===== config.mk =====
export PLATFORM = sky130hd
export DESIGN_NAME = normalization_packer_flat
export DESIGN_NICKNAME = d
export VERILOG_FILES = /design/src/rtl/normalization_packer_pkg.sv /design/src/rtl/normalization_packer_if.sv /design/src/rtl/normalization_packer_merge.sv /design/src/rtl/normalization_packer.sv /design/src/flat_wrapper.sv
export SDC_FILE = /design/constraint.sdc
export NUM_CORES = 1
export LEC_CHECK = 0
export BUFFER_PORTS_ARGS = -buffer_cell sky130_fd_sc_hd__buf_2
export CORE_MARGIN = 2
export CORE_UTILIZATION = 60
export DETAILED_ROUTE_END_ITERATION = 6
export PLACE_DENSITY = 0.88
export SYNTH_ARGS = -nofsm -noshare
export SYNTH_HDL_FRONTEND = slang
export SYNTH_SLANG_ARGS = --single-unit

===== constraint.sdc =====
create_clock -name clk -period 5.5 [get_ports clk]
set_input_delay 0 -clock clk [delete_from_list [all_inputs] [get_ports clk]]
set_output_delay 0 -clock clk [all_outputs]
set_load 0.05 [all_outputs]

===== src/rtl/normalization_packer_pkg.sv =====
// Shared definitions for the normalization packer: the packer state type,
// the element-count width helper and the count-to-contiguous-mask helper.
package normalization_packer_pkg;

    // Widest beat the mask helper supports.
    localparam int MAX_ELEMENTS = 64;

    typedef enum logic {
        RUN   = 1'b0,
        FLUSH = 1'b1
    } packer_state_t;

    // Width of an element count able to hold 0..n inclusive.
    function automatic int cnt_width(input int n);
        return $clog2(n) + 1;
    endfunction

    // Contiguous mask with the low 'count' bits set.
    function automatic logic [MAX_ELEMENTS-1:0] keep_from_count(input int unsigned count);
        logic [MAX_ELEMENTS:0] one;
        one = (MAX_ELEMENTS+1)'(1);
        return MAX_ELEMENTS'((one << count) - one);
    endfunction

endpackage


===== src/rtl/normalization_packer_if.sv =====
// Element-vector beat bus: data elements packed at low indices, a keep mask,
// a frame-end marker and a valid/ready handshake.
interface ndata_i #(
    parameter type data_t       = logic [7:0],
    parameter int  NUM_ELEMENTS = 8
);
    data_t [NUM_ELEMENTS-1:0] data;
    logic  [NUM_ELEMENTS-1:0] keep;
    logic                     last;
    logic                     valid;
    logic                     ready;

    modport m (output data, keep, last, valid, input ready);
    modport s (input data, keep, last, valid, output ready);
endinterface


===== src/rtl/normalization_packer_merge.sv =====
// Combinational merge of the residue buffer with an incoming beat. Produces
// the merged vector (residue followed by the new elements), the spill of new
// elements that did not fit (moved down to index 0) and the total count.
module normalization_merge
    import normalization_packer_pkg::*;
#(
    parameter type data_t       = logic [7:0],
    parameter int  NUM_ELEMENTS = 8,
    parameter int  CNT_WIDTH    = cnt_width(NUM_ELEMENTS)
) (
    input  data_t [NUM_ELEMENTS-1:0] residue_i,
    input  logic  [CNT_WIDTH-1:0]    fill_i,
    input  data_t [NUM_ELEMENTS-1:0] data_i,
    input  logic  [CNT_WIDTH-1:0]    count_i,
    output data_t [NUM_ELEMENTS-1:0] merged_o,
    output data_t [NUM_ELEMENTS-1:0] spill_o,
    output logic  [CNT_WIDTH:0]      total_o
);

    localparam int IW = $clog2(NUM_ELEMENTS);

    assign total_o = {1'b0, fill_i} + {1'b0, count_i};

    // Residue occupies the low F slots, new elements follow; elements pushed
    // past the top of the beat wrap down into the spill vector.
    always_comb begin
        merged_o = '0;
        spill_o  = '0;
        for (int j = 0; j < NUM_ELEMENTS; j++) begin
            if (j < int'(fill_i)) begin
                merged_o[j] = residue_i[j];
                spill_o[j]  = data_i[IW'(NUM_ELEMENTS - int'(fill_i) + j)];
            end else begin
                merged_o[j] = data_i[IW'(j - int'(fill_i))];
            end
        end
    end

endmodule


===== src/rtl/normalization_packer.sv =====
// Normalization packer: re-packs variable-occupancy beats into dense
// NUM_ELEMENTS-wide beats, carrying residue across beats and flushing a final
// partial beat at frame end. Optional macro NORMALIZATION_PACKER_KEEP_CHECK_EN
// adds a sticky keep_error flag for non-contiguous keep masks.
module normalization_packer
    import normalization_packer_pkg::*;
#(
    parameter type data_t       = logic [7:0],
    parameter int  NUM_ELEMENTS = 8,
    parameter int  CNT_WIDTH    = cnt_width(NUM_ELEMENTS)
) (
    input  logic clk,
    input  logic rst,
    ndata_i.s    in,
    ndata_i.m    out
`ifdef NORMALIZATION_PACKER_KEEP_CHECK_EN
    ,
    output logic keep_error
`endif
);

    typedef data_t [NUM_ELEMENTS-1:0] vec_t;

    localparam logic [CNT_WIDTH:0] FULL = (CNT_WIDTH+1)'(NUM_ELEMENTS);

    packer_state_t             state_q, state_d;
    logic [CNT_WIDTH-1:0]      fill_q, fill_d;
    vec_t                      residue_q, residue_d;
    vec_t                      outData_q, outData_d;
    logic [NUM_ELEMENTS-1:0]   outKeep_q, outKeep_d;
    logic                      outLast_q, outLast_d;
    logic                      outValid_q, outValid_d;

    logic [CNT_WIDTH-1:0]      beatCount;
    logic [CNT_WIDTH:0]        totalCount;
    vec_t                      merged;
    vec_t                      spill;
    logic                      slotFree;
    logic                      inReady;
    logic                      accept;
    logic                      flushFire;
    logic                      overflow;

    assign beatCount = CNT_WIDTH'($countones(in.keep));

    normalization_merge #(
        .data_t       (data_t),
        .NUM_ELEMENTS (NUM_ELEMENTS),
        .CNT_WIDTH    (CNT_WIDTH)
    ) uMerge (
        .residue_i (residue_q),
        .fill_i    (fill_q),
        .data_i    (in.data),
        .count_i   (beatCount),
        .merged_o  (merged),
        .spill_o   (spill),
        .total_o   (totalCount)
    );

    assign slotFree  = !outValid_q || out.ready;
    assign accept    = in.valid && inReady;
    assign flushFire = (state_q == FLUSH) && slotFree;
    assign overflow  = totalCount > FULL;

    assign in.ready  = inReady;
    assign out.data  = outData_q;
    assign out.keep  = outKeep_q;
    assign out.last  = outLast_q;
    assign out.valid = outValid_q;

    // State register.
    always_ff @(posedge clk or posedge rst) begin
        if (rst) state_q <= RUN;
        else     state_q <= state_d;
    end

    // Enter FLUSH when a last beat overflows one output beat; leave once the residue is emitted.
    always_comb begin
        state_d = state_q;
        case (state_q)
            RUN:     if (accept && in.last && overflow) state_d = FLUSH;
            FLUSH:   if (slotFree) state_d = RUN;
            default: state_d = RUN;
        endcase
    end

    // Input is accepted only in RUN and only when the output register can take a new beat.
    always_comb begin
        inReady = 1'b0;
        case (state_q)
            RUN:     inReady = slotFree;
            FLUSH:   inReady = 1'b0;
            default: inReady = 1'b0;
        endcase
    end

    // Datapath next-state: merge, emit full or final beats, and flush leftover residue.
    always_comb begin
        fill_d     = fill_q;
        residue_d  = residue_q;
        outData_d  = outData_q;
        outKeep_d  = outKeep_q;
        outLast_d  = outLast_q;
        outValid_d = outValid_q && !out.ready;
        if (accept) begin
            if (!in.last && (totalCount < FULL)) begin
                residue_d = merged;
                fill_d    = CNT_WIDTH'(totalCount);
            end else if (in.last && !overflow) begin
                outValid_d = 1'b1;
                outData_d  = merged;
                outKeep_d  = NUM_ELEMENTS'(keep_from_count(32'(totalCount)));
                outLast_d  = 1'b1;
                fill_d     = '0;
            end else begin
                outValid_d = 1'b1;
                outData_d  = merged;
                outKeep_d  = '1;
                outLast_d  = 1'b0;
                residue_d  = spill;
                fill_d     = CNT_WIDTH'(totalCount - FULL);
            end
        end else if (flushFire) begin
            outValid_d = 1'b1;
            outData_d  = residue_q;
            outKeep_d  = NUM_ELEMENTS'(keep_from_count(32'(fill_q)));
            outLast_d  = 1'b1;
            fill_d     = '0;
        end
    end

    // Datapath registers; reset drops any buffered residue and pending output.
    always_ff @(posedge clk or posedge rst) begin
        if (rst) begin
            fill_q     <= '0;
            residue_q  <= '0;
            outData_q  <= '0;
            outKeep_q  <= '0;
            outLast_q  <= 1'b0;
            outValid_q <= 1'b0;
        end else begin
            fill_q     <= fill_d;
            residue_q  <= residue_d;
            outData_q  <= outData_d;
            outKeep_q  <= outKeep_d;
            outLast_q  <= outLast_d;
            outValid_q <= outValid_d;
        end
    end

`ifdef NORMALIZATION_PACKER_KEEP_CHECK_EN
    localparam logic [NUM_ELEMENTS-1:0] KEEP_ONE = NUM_ELEMENTS'(1);

    logic keepContiguous;
    logic keepError_q;

    assign keepContiguous = ((in.keep & (in.keep + KEEP_ONE)) == '0);
    assign keep_error     = keepError_q;

    // Sticky flag raised by any accepted beat whose keep is not of the form 2^k-1.
    always_ff @(posedge clk or posedge rst) begin
        if (rst)                          keepError_q <= 1'b0;
        else if (accept && !keepContiguous) keepError_q <= 1'b1;
    end

    keepContiguousCheck: assert property (@(posedge clk) disable iff (rst) accept |-> keepContiguous)
        else $error("normalization_packer: non-contiguous keep accepted");
`endif

endmodule


===== src/flat_wrapper.sv =====
// flat-port wrapper written by rule: the top's interface ports become plain ports
module normalization_packer_flat import normalization_packer_pkg::*;
#(
    parameter type data_t       = logic [7:0],
    parameter int  NUM_ELEMENTS = 8,
    parameter int  CNT_WIDTH    = cnt_width(NUM_ELEMENTS)
)
  (clk, rst, in_data, in_keep, in_last, in_valid, in_ready, out_data, out_keep, out_last, out_valid, out_ready);
  ndata_i #(.data_t(data_t), .NUM_ELEMENTS(NUM_ELEMENTS)) in_i ();
  ndata_i #(.data_t(data_t), .NUM_ELEMENTS(NUM_ELEMENTS)) out_i ();
  input  logic clk;
  input  logic rst;
  input wire logic [$bits(in_i.data)-1:0] in_data;
  input wire logic [$bits(in_i.keep)-1:0] in_keep;
  input wire logic [$bits(in_i.last)-1:0] in_last;
  input wire logic [$bits(in_i.valid)-1:0] in_valid;
  output wire logic [$bits(in_i.ready)-1:0] in_ready;
  output wire logic [$bits(out_i.data)-1:0] out_data;
  output wire logic [$bits(out_i.keep)-1:0] out_keep;
  output wire logic [$bits(out_i.last)-1:0] out_last;
  output wire logic [$bits(out_i.valid)-1:0] out_valid;
  input wire logic [$bits(out_i.ready)-1:0] out_ready;
  assign in_i.data = in_data;
  assign in_i.keep = in_keep;
  assign in_i.last = in_last;
  assign in_i.valid = in_valid;
  assign in_ready = in_i.ready;
  assign out_data = out_i.data;
  assign out_keep = out_i.keep;
  assign out_last = out_i.last;
  assign out_valid = out_i.valid;
  assign out_i.ready = out_ready;
  normalization_packer #(.data_t(data_t), .NUM_ELEMENTS(NUM_ELEMENTS), .CNT_WIDTH(CNT_WIDTH)) u_core (.clk(clk), .rst(rst), .in(in_i), .out(out_i));
endmodule

Word-level counts from Yosys, hierarchy flattened
Cells that the tools add are included.
{ "totals": {"register_bits": 143, "in_bits": 77, "output_inout_bits": 75, "word_cells": 182} }
{ "classes": {"addsub": 27, "n_lt_le_gt_ge": 26, "n_eq_ne": 2, "shifts": 2, "muxes": 88, "bitwise": 1, "reduce_logical": 15} }
{ "op_table": {"columns": ["cell", "n"], "rows": [
  ["2-to-1 mux 8 bit", 52],
  ["binary-select mux 8 bit (select 3 bit)", 16],
  ["2-to-1 mux 64 bit", 5],
  ["less-than comparator 3 x 5 -> 1 bit, second input constant", 16],
  ["less-than comparator 3 x 4 -> 1 bit, first input constant", 4],
  ["2-to-1 mux 4 bit", 4],
  ["subtractor 8 x 1 -> 8 bit, second input constant", 2],
  ["adder 3 bit, second input constant", 4],
  ["adder 4 bit", 3],
  ["subtractor 3 bit, first input constant", 4],
  ["2-to-1 mux 1 bit", 9],
  ["subtractor 1 x 3 -> 3 bit, first input constant", 3],
  ["adder 1 x 1 -> 2 bit", 4],
  ["less-than comparator 1 x 4 -> 1 bit, first input constant", 2],
  ["less-than comparator 2 x 4 -> 1 bit, first input constant", 2],
  ["left shift 1 x 4 -> 8 bit, first input constant", 1],
  ["left shift 1 x 5 -> 8 bit, first input constant", 1],
  ["logical AND 1 bit", 7],
  ["adder 3 x 2 -> 3 bit, second input constant", 2],
  ["subtractor 2 x 3 -> 3 bit, first input constant", 2],
  ["adder 4 x 4 -> 5 bit", 1],
  ["> comparator 5 x 4 -> 1 bit, second input constant", 1],
  ["less-than comparator 5 x 4 -> 1 bit, second input constant", 1],
  ["zero test 1 bit", 4],
  ["other kinds (9)", 11]
]} }

Depth between registers and ports, before layout
Gate-level depths: netlist (run 1).
{ "depth": {"word_depth": 10, "ltp_mapped": 19, "ltp_nobuf": 17} }

Cells and area by module
From an unflattened synthesis (run 1), not the netlist that was laid out.
{ "unflattened": {"hier_cells": 1469, "area_unflattened_um2": 12762.2} }
{ "by_module_without_submodules": {"columns": ["module", "n_inst", "cells_each", "area_each_um2"], "rows": [
  ["normalization_packer", 1, 757, 6947.9],
  ["normalization_merge", 1, 712, 5814.3]
]} }

Least setup slack after synthesis (run 1)
No wires, ideal clock.
{ "synth_path": {"path_type": "input-to-reg", "startpoint": "input in_keep[6]", "endpoint": "register u_core.outKeep_q[4] (netlist: u_core.out.keep[4])", "t_arrival_ns": 3.880, "path_slack_ns": 1.494, "path_stages": 17, "path_buffers": 1, "path_cell_list": "ha_1 > fa_1 > inv_1 > fa_1 > inv_1 > ha_1 > fa_1 > ha_1 > or3_4 > a21oi_1 > or2_2 > nand2_1 > ha_1 > clkbuf_1 > nand2_1 > o22ai_1 > o32a_1"} }
{ "synth_between": {"elab_chain_len": 10, "elab_cells_between_ends": 16, "cone_classes": "add/sub (5); order compare (2); eq/ne (1); shift (1); mux (3); reduce/logical (4)"} }
{ "synth_lines": {"columns": ["element", "line", "source"], "rows": [
  ["start: declaration", "flat_wrapper.sv:14", "input wire logic [$bits(in_i.keep)-1:0] in_keep;"],
  ["adder 1 x 1 -> 2 bit (implied by the code) (*)", "normalization_packer.sv:44", "assign beatCount = CNT_WIDTH'($countones(in.keep));"],
  ["adder 4 bit (implied by the code) (*) (2 in series)", "normalization_packer.sv:44", null],
  ["adder 4 x 4 -> 5 bit (*)", "normalization_packer_merge.sv:22", "assign total_o = {1'b0, fill_i} + {1'b0, count_i};"],
  ["parallel branches: the longest is 6 deep, another holds subtractor 8 x 1 -> 8 bit", null, null],
  ["end signal: assignment", "normalization_packer.sv:145", "outKeep_q <= outKeep_d;"],
  ["end: declaration", "normalization_packer.sv:30", "logic [NUM_ELEMENTS-1:0] outKeep_q, outKeep_d;"]
]} }
Mark *: on every way between the ends. The select of a mux whose other input is x is not followed.
A chain may end at the register's enable or synchronous reset.

Worst setup path after layout (run 1)
{ "layout_path": {"startpoint": "input in_keep[6]", "endpoint": "register u_core.residue_q[59] in the netlist's numbering"} }
{ "layout_between": {"elab_chain_len": 9, "elab_cells_between_ends": 12, "cone_classes": "add/sub (4); order compare (2); eq/ne (1); mux (1); reduce/logical (4)"} }
{ "layout_lines": {"columns": ["element", "line", "source"], "rows": [
  ["adder 1 x 1 -> 2 bit (implied by the code) (*)", "normalization_packer.sv:44", null],
  ["adder 4 bit (implied by the code) (*) (2 in series)", "normalization_packer.sv:44", null],
  ["adder 4 x 4 -> 5 bit (*)", "normalization_packer_merge.sv:22", null],
  ["> comparator 5 x 4 -> 1 bit", "normalization_packer.sv:63", "assign overflow = totalCount > FULL;"],
  ["zero test 1 bit", "normalization_packer.sv:109", "end else if (in.last && !overflow) begin"],
  ["logical AND 1 bit", "normalization_packer.sv:109", null],
  ["!= test 2 x 1 -> 1 bit (no line)", null, null],
  ["AND reduction 2 bit (no line)", null, null],
  ["end signal: assignment", "normalization_packer.sv:143", "residue_q <= residue_d;"],
  ["end: declaration", "normalization_packer.sv:28", "vec_t residue_q, residue_d;"]
]} }
Mark *: on every way between the ends. The rest lies on a longest branch, timed or not.

==> run metrics, run 1 <==
commonest non-fill, non-tap cell in the layout=buf_2; share of post-route cells with drive strength above 1=28.9%; post-synthesis sequential area ratio=between 30% and 40%; CTS tree=yes; Final Cycle Share=just over 80%; Clock Latency Late Sink=about 0.44 ns; Max clock buf depth=2; worst hold endpoint=u_core.out.valid; CTS root buf=clkbuf_16; WHS=between 0.02 and 0.03 ns; PostCTS Resize Cnt=0; Filler cells=around 1300; cell area power density=~740 nW/µm²; most frequent cells in the layout=buf_2 (151), dfrtp_1 (142), nand2_1 (117); worst vdd ir=between 300 and 400 µV; reg2reg end=u_core.residue_q[51]; setup bufs post-CTS=0; Ys Warns=0; Slew Limit Fails=0; Fmax=approximately 220 MHz; final wirelength=between 30 and 40 mm; Starting DRT DRC Count=2036; largest net degree at the start of global routing=91; starting density of the core=about three fifths; largest driver fanout on the critical path=22; setup TNS=0 ns; initial antenna violation count=0; CP Class=input pin to register; CTS Sinks=about 140; max incr delay on CP=around 0.96 ns; DR WL/cell=between 20 and 30 µm; final total power=around 9400 µW; Synth async-reset ratio=100%; vias per cell=between 7 and 8; Hold Path Origin=in_valid; mean area per synthesized cell=~11 µm²; FF+latch count, synth=143; FF-to-FF setup slack=between 1 and 1.5 ns; Post-synth EDFFs=0; RD Place Congestion=1.00; Critical-path top delay cell=nor2_2; crit start category=input pin; fin crit period=4.51 ns; worst-path cell chain=buf_2, ha_1, fa_1, inv_1, fa_1, inv_1, ha_1, fa_1, ha_1, and4bb_1, and4b_1, nor2_2, buf_4, o22ai_1, mux2_2; Worst Path Required=between 5 and 6 ns; worst r2r src=u_core.fill_q[0]; crit end category=register; Worst Hold Depth=3; Die ar.=around 20000 µm²; port bufs=around 150; Slew HR=between 10% and 20%; status=finished, violations left; Core ar.=between 15000 and 20000 µm²; drt pass-1 iters=7; via count=10800; RSZ-0062 raised after global routing=no; Post-DP HPWL=~25 mm; failing checks=design-rule violations; Critical Path AT=between 4 and 5 ns; Clock transition at path regs=approximately 0.06 ns; # diodes=0; number of I/O pins=152; All-Layer GR Usage=between 30% and 40%; Worst Clk Skew=between 0.01 and 0.015 ns; Syn Nets=1189; worst r2r path cells=7; Final setup viols=0; total CTS buffers=17; DRT antenna net count=0; Area Growth Syn to Fin=11.5%; Slew @ Worst Pin=~1.2 ns; max-cap viol count=0; nets=approximately 1300; grt ovf=0; vias in the first global route=~9900; DRC=1; leakage=0.00553 µW; first-pass GRT wire length=about 56 mm; Final Hold Fails=0; H-Tree Depth=4; synth unique cells=74; ys flop type=dfrtp_1; Die Y=approximately 140 µm; Syn Std Cell Area=about 11000 µm²; Post-Syn Instances=approximately 1100; HP Class=input pin to register; DIE WIDTH=approximately 140 µm; number of core rows=50
## routing by layer
metal / vias to the layer above / global-route usage, % / wire [µm]
met3: 195 / 9.69 / 5160
met1: 5103 / 49.2 / 13100
met4: 0 / 17.3 / 1890
met2: 1052 / 52.4 / 15600
met5: - / 0 / 0
li1: 4484 / - / -
## cells by family after synthesis
family | after synthesis | synth area share, %
AOI/OAI and AO/OA | 346 | 22.2
xor gates and xnor gates | 10 | 0.763
adders and majority gates | 26 | 3.16
buffers and inverters | 123 | 5.43
DFF | 143 | 31.2
muxes | 211 | 27.8
and+or+nand+nor | 227 | 9.47
## registers in the layout, indices dropped and copies added, names as in the netlist
signal	cells
u_core.residue_q	64
u_core.out.valid	1
u_core.out.keep	8
u_core.out.last	1
u_core.out.data	64
u_core.state_q	1
u_core.fill_q	4
## worst max path at each step
stage                     cells after the start                   end        from  slack (ns)
after global placement                       15  u_core.residue_q[45]  in_keep[6]        0.89
after detailed placement                     15  u_core.residue_q[43]  in_keep[6]        0.78
after floorplan                              17    u_core.out.keep[4]  in_keep[6]        1.49
after CTS                                    14  u_core.residue_q[59]  in_keep[6]        1.17
final                                        15  u_core.residue_q[59]  in_keep[6]        0.99
after global routing                         14  u_core.residue_q[59]  in_keep[6]        0.92
## cell usage after synthesis, types with 12 or more instances
cell       instances  share of area (%)
a211oi_1          13               0.85
a21o_1            12               0.79
a221o_1           16                1.4
a22o_1            24                1.8
a31oi_1           25                1.4
buf_2             40                1.7
buf_4             13               0.85
clkbuf_1          32                1.0
dfrtp_1          143                 31
ha_1              21                2.3
inv_1             21               0.69
mux2_2            20                2.0
mux2i_1          107                9.3
mux4_2            84                 16
nand2_1          117                3.8
nor2_1            33                1.1
nor4_1            18               0.98
o211ai_1          17                1.1
o21ai_0           61                2.7
o22a_1            16                1.2
o22ai_1           53                2.9
o2bb2ai_1         35                2.7
## worst max-delay path: cells and delay by family
| family | cells | cell delay [ns] |
|---|---|---|
| AOI/OAI and AO/OA | 1 | 0.14 |
| adders and majority gates | 6 | 2.20 |
| buffers and inverters | 4 | 0.56 |
| muxes | 1 | 0.30 |
| and+or+nand+nor | 3 | 1.62 |
## area by class of cell
type / count / area [µm²] / share of cell area (%)
clock buffers: 19 / 443 / 3.46
clock inverters: 13 / 114 / 0.890
inverters: 21 / 83.8 / 0.655
multi-input cells: 820 / 7300 / 57.0
flip-flops and latches: 143 / 3580 / 28.0
well taps: 234 / 293 / 2.29
repair buffers: 179 / 981 / 7.67
## power breakdown
group | switching, µW | internal [µW] | leakage, µW
logic | 4120 | 2400 | 0.00344
clock network | 488 | 633 | 0.000262
registers | 313 | 1490 | 0.00183
## per-stage QoR
stage          setup slack (ns)  util, %  instances  area [µm²]
2_1_floorplan              1.49        -       1086       11500
3_3_place_gp              0.888     65.4       1396       12200
3_5_place_dp              0.780     65.4       1396       12200
4_1_cts                    1.17     68.4       1429       12800
5_1_grt                   0.923     68.4       1429       12800
6_report                  0.990     68.4       1429       12800
## timing repair
item	4_1_cts	5_1_grt
hold buffers	1	0
hold endpoints to repair	89	0
setup endpoints to repair	0	0
(Power assumes the default switching activity.)
==> run 2: changes to the inputs <==
clock period = 4.4 ns   (was 5.5 ns; I/O delays follow)
==> run 2 against run 1 <==
Against the previous run: the flow now finishes without violations; critical path depth unchanged; worst hold slack lost 0.010 ns; clock-buffer cell count is 1 lower; power up 27%; global-route usage is 0.50 points higher; register-to-register slack worse by 0.12 ns; routed wire length up 1.1%; non-clock buffer count rose by 14; worst setup slack got worse by 0.45 ns; combinational power increased by 28%; sequential power rose by 22%; critical endpoint is now u_core.residue_q[42].
==> run metrics, run 2 (synthesis gave the netlist of run 1 again) <==
leakage=0.00562 µW (+1.6%); # diodes=0 (unchanged); port bufs=151 (unchanged); commonest non-fill, non-tap cell in the layout=buf_2; CTS root buf=clkbuf_16; starting density of the core=61.3% (unchanged); Final Cycle Share=between 80% and 90%; crit start category=input pin; register area=3580 µm² (unchanged); number of I/O pins=152 (unchanged); final wirelength=36.1 mm (+1.1%); Post-DP HPWL=25.4 mm (+3.1%); CTS tree=yes; RSZ-0062 raised after global routing=no; status=complete, no violations; number of core rows=50 (unchanged); Die ar.=20200 µm² (unchanged); DRT antenna net count=0 (unchanged); Clock Latency Late Sink=0.45 ns (about the same); Final Hold Fails=0 (unchanged); max-cap viol count=0 (unchanged); worst vdd ir=512 µV (+34%); worst-path cell chain=buf_2, ha_1, fa_1, inv_1, fa_1, inv_1, ha_1, fa_1, ha_1, nand2b_1, o22ai_1, o31a_2, a21oi_4, buf_12, mux2_2; fin crit period=between 3 and 4 ns; RD Place Congestion=0.983 (-1.7%); largest net degree at the start of global routing=110 (+21%); vias in the first global route=10200 (+3.2%); CTS Sinks=143 (unchanged); grt ovf=0 (unchanged); Starting DRT DRC Count=1634 (-20%); via count=10700 (-0.95%); nets=1299 (+1.1%); max incr delay on CP=0.57 ns (-0.39 ns); DRC=0 (-1); initial antenna violation count=0 (unchanged); CP Class=input pin to register; crit end category=register; Die Y=142 µm (unchanged); setup TNS=0 ns (unchanged); setup bufs post-CTS=0 (unchanged); Slew @ Worst Pin=1.17 ns (-0.0526 ns); first-pass GRT wire length=56.5 mm (+1.2%); share of post-route cells with drive strength above 1=29.8% (+0.91 points); Worst Clk Skew=0.00966 ns (-0.00352 ns); cell area power density=923 nW/µm² (+25%); All-Layer GR Usage=36.2% (+0.50 points); Critical-path top delay cell=ha_1; DR WL/cell=25.1 µm (+0.16%); Critical Path AT=4.19 ns (-0.63 ns); Slew HR=21.4% (+2.8 points); H-Tree Depth=4 (unchanged); final total power=11900 µW (+27%); largest driver fanout on the critical path=37 (+68%); vias per cell=7.44 (-1.9%); Final setup viols=0 (unchanged); multi-input logic area=7300 µm² (unchanged); CP bufs+invs=4 (unchanged); Area Growth Syn to Fin=12.9%; Worst Path Required=4.72 ns (-1.09 ns); Clock transition at path regs=0.06 ns (about the same); drt pass-1 iters=6 (-1); DIE WIDTH=142 µm (unchanged); most frequent cells in the layout=buf_2 (151), dfrtp_1 (142), nand2_1 (117); Crit path max-delay family=adder cells; HP Class=input pin to register; Fmax=roughly 260 MHz; Core ar.=18700 µm² (unchanged); Max clock buf depth=2 (unchanged); PostCTS Resize Cnt=0 (unchanged); Filler cells=1313 (-0.30%); Slew Limit Fails=0 (unchanged); total CTS buffers=17 (unchanged)
[run 2: power by group]
| part | switching [µW] | total [µW] | internal [µW] | leakage, µW |
|---|---|---|---|---|
| sequential | 343 | 2200 | 1860 | 0.00183 |
| clock | 671 | 1430 | 755 | 0.000273 |
| combinational | 5210 | 8320 | 3110 | 0.00352 |
| total | 6230 | 11900 | 5720 | 0.00562 |
[run 2: worst paths after layout]
check                                   startpoint                    to  slack [ns]  depth (start not counted)
worst max-delay path                    in_keep[6]  u_core.residue_q[42]        0.53                         15
worst min-delay path                      in_valid      u_core.out.valid        0.02                          3
worst max register to register    u_core.fill_q[0]  u_core.residue_q[48]        1.00                          8
worst min register to register  u_core.out.keep[0]    u_core.out.keep[0]        0.47                          2
max in group asynchronous                      rst  u_core.residue_q[29]        3.02                          4
min in group asynchronous                      rst   u_core.out.data[60]        0.32                          3
[run 2: per-stage QoR]
step	worst slack (ns)	area (µm²)	hold WS, ns	utilization (%)	instances
floorplan	0.394	11500	0.273	-	1086
detailed placement	0.122	12400	0.302	66.1	1410
finish	0.535	12900	0.0179	69.2	1443
global placement	0.201	12400	0.308	66.1	1410
CTS	0.576	12900	0.0241	69.2	1443
global route	0.344	12900	0.0302	69.2	1443
[run 2: worst reg2reg max path, cell delays in order, from the launching register on]
cell and delay, ns:
dfrtp_4 0.64, inv_1 0.24, ha_2 0.31, ha_1 0.49, xnor2_1 0.93, mux2i_1 0.17, nor4_1 0.27, a31oi_1 0.11
o2bb2ai_1 0.17
[run 2: layer usage]
layer / vias up / part of all wire [%] / GRT usage (%)
met4: 0 / 4.9 / 16.9
met3: 186 / 13 / 10.7
met1: 5099 / 38 / 49.3
met5: - / 0 / 0
met2: 939 / 44 / 53.6
li1: 4507 / - / -
[run 2: layout make-up]
| cell class | count | share of cell area [%] |
|---|---|---|
| clock buffers | 18 | 3.39 |
| clock inverters | 14 | 0.976 |
| inverters | 21 | 0.647 |
| multi-input cells | 820 | 56.4 |
| flip-flops and latches | 143 | 27.7 |
| well taps | 234 | 2.26 |
| repair buffers | 193 | 8.68 |
[run 2: what timing repair did]
item                                    in CTS  in global routing
hold buffers                                 1                  0
endpoints found under the setup margin       0                  0
hold endpoints to repair                   108                  0
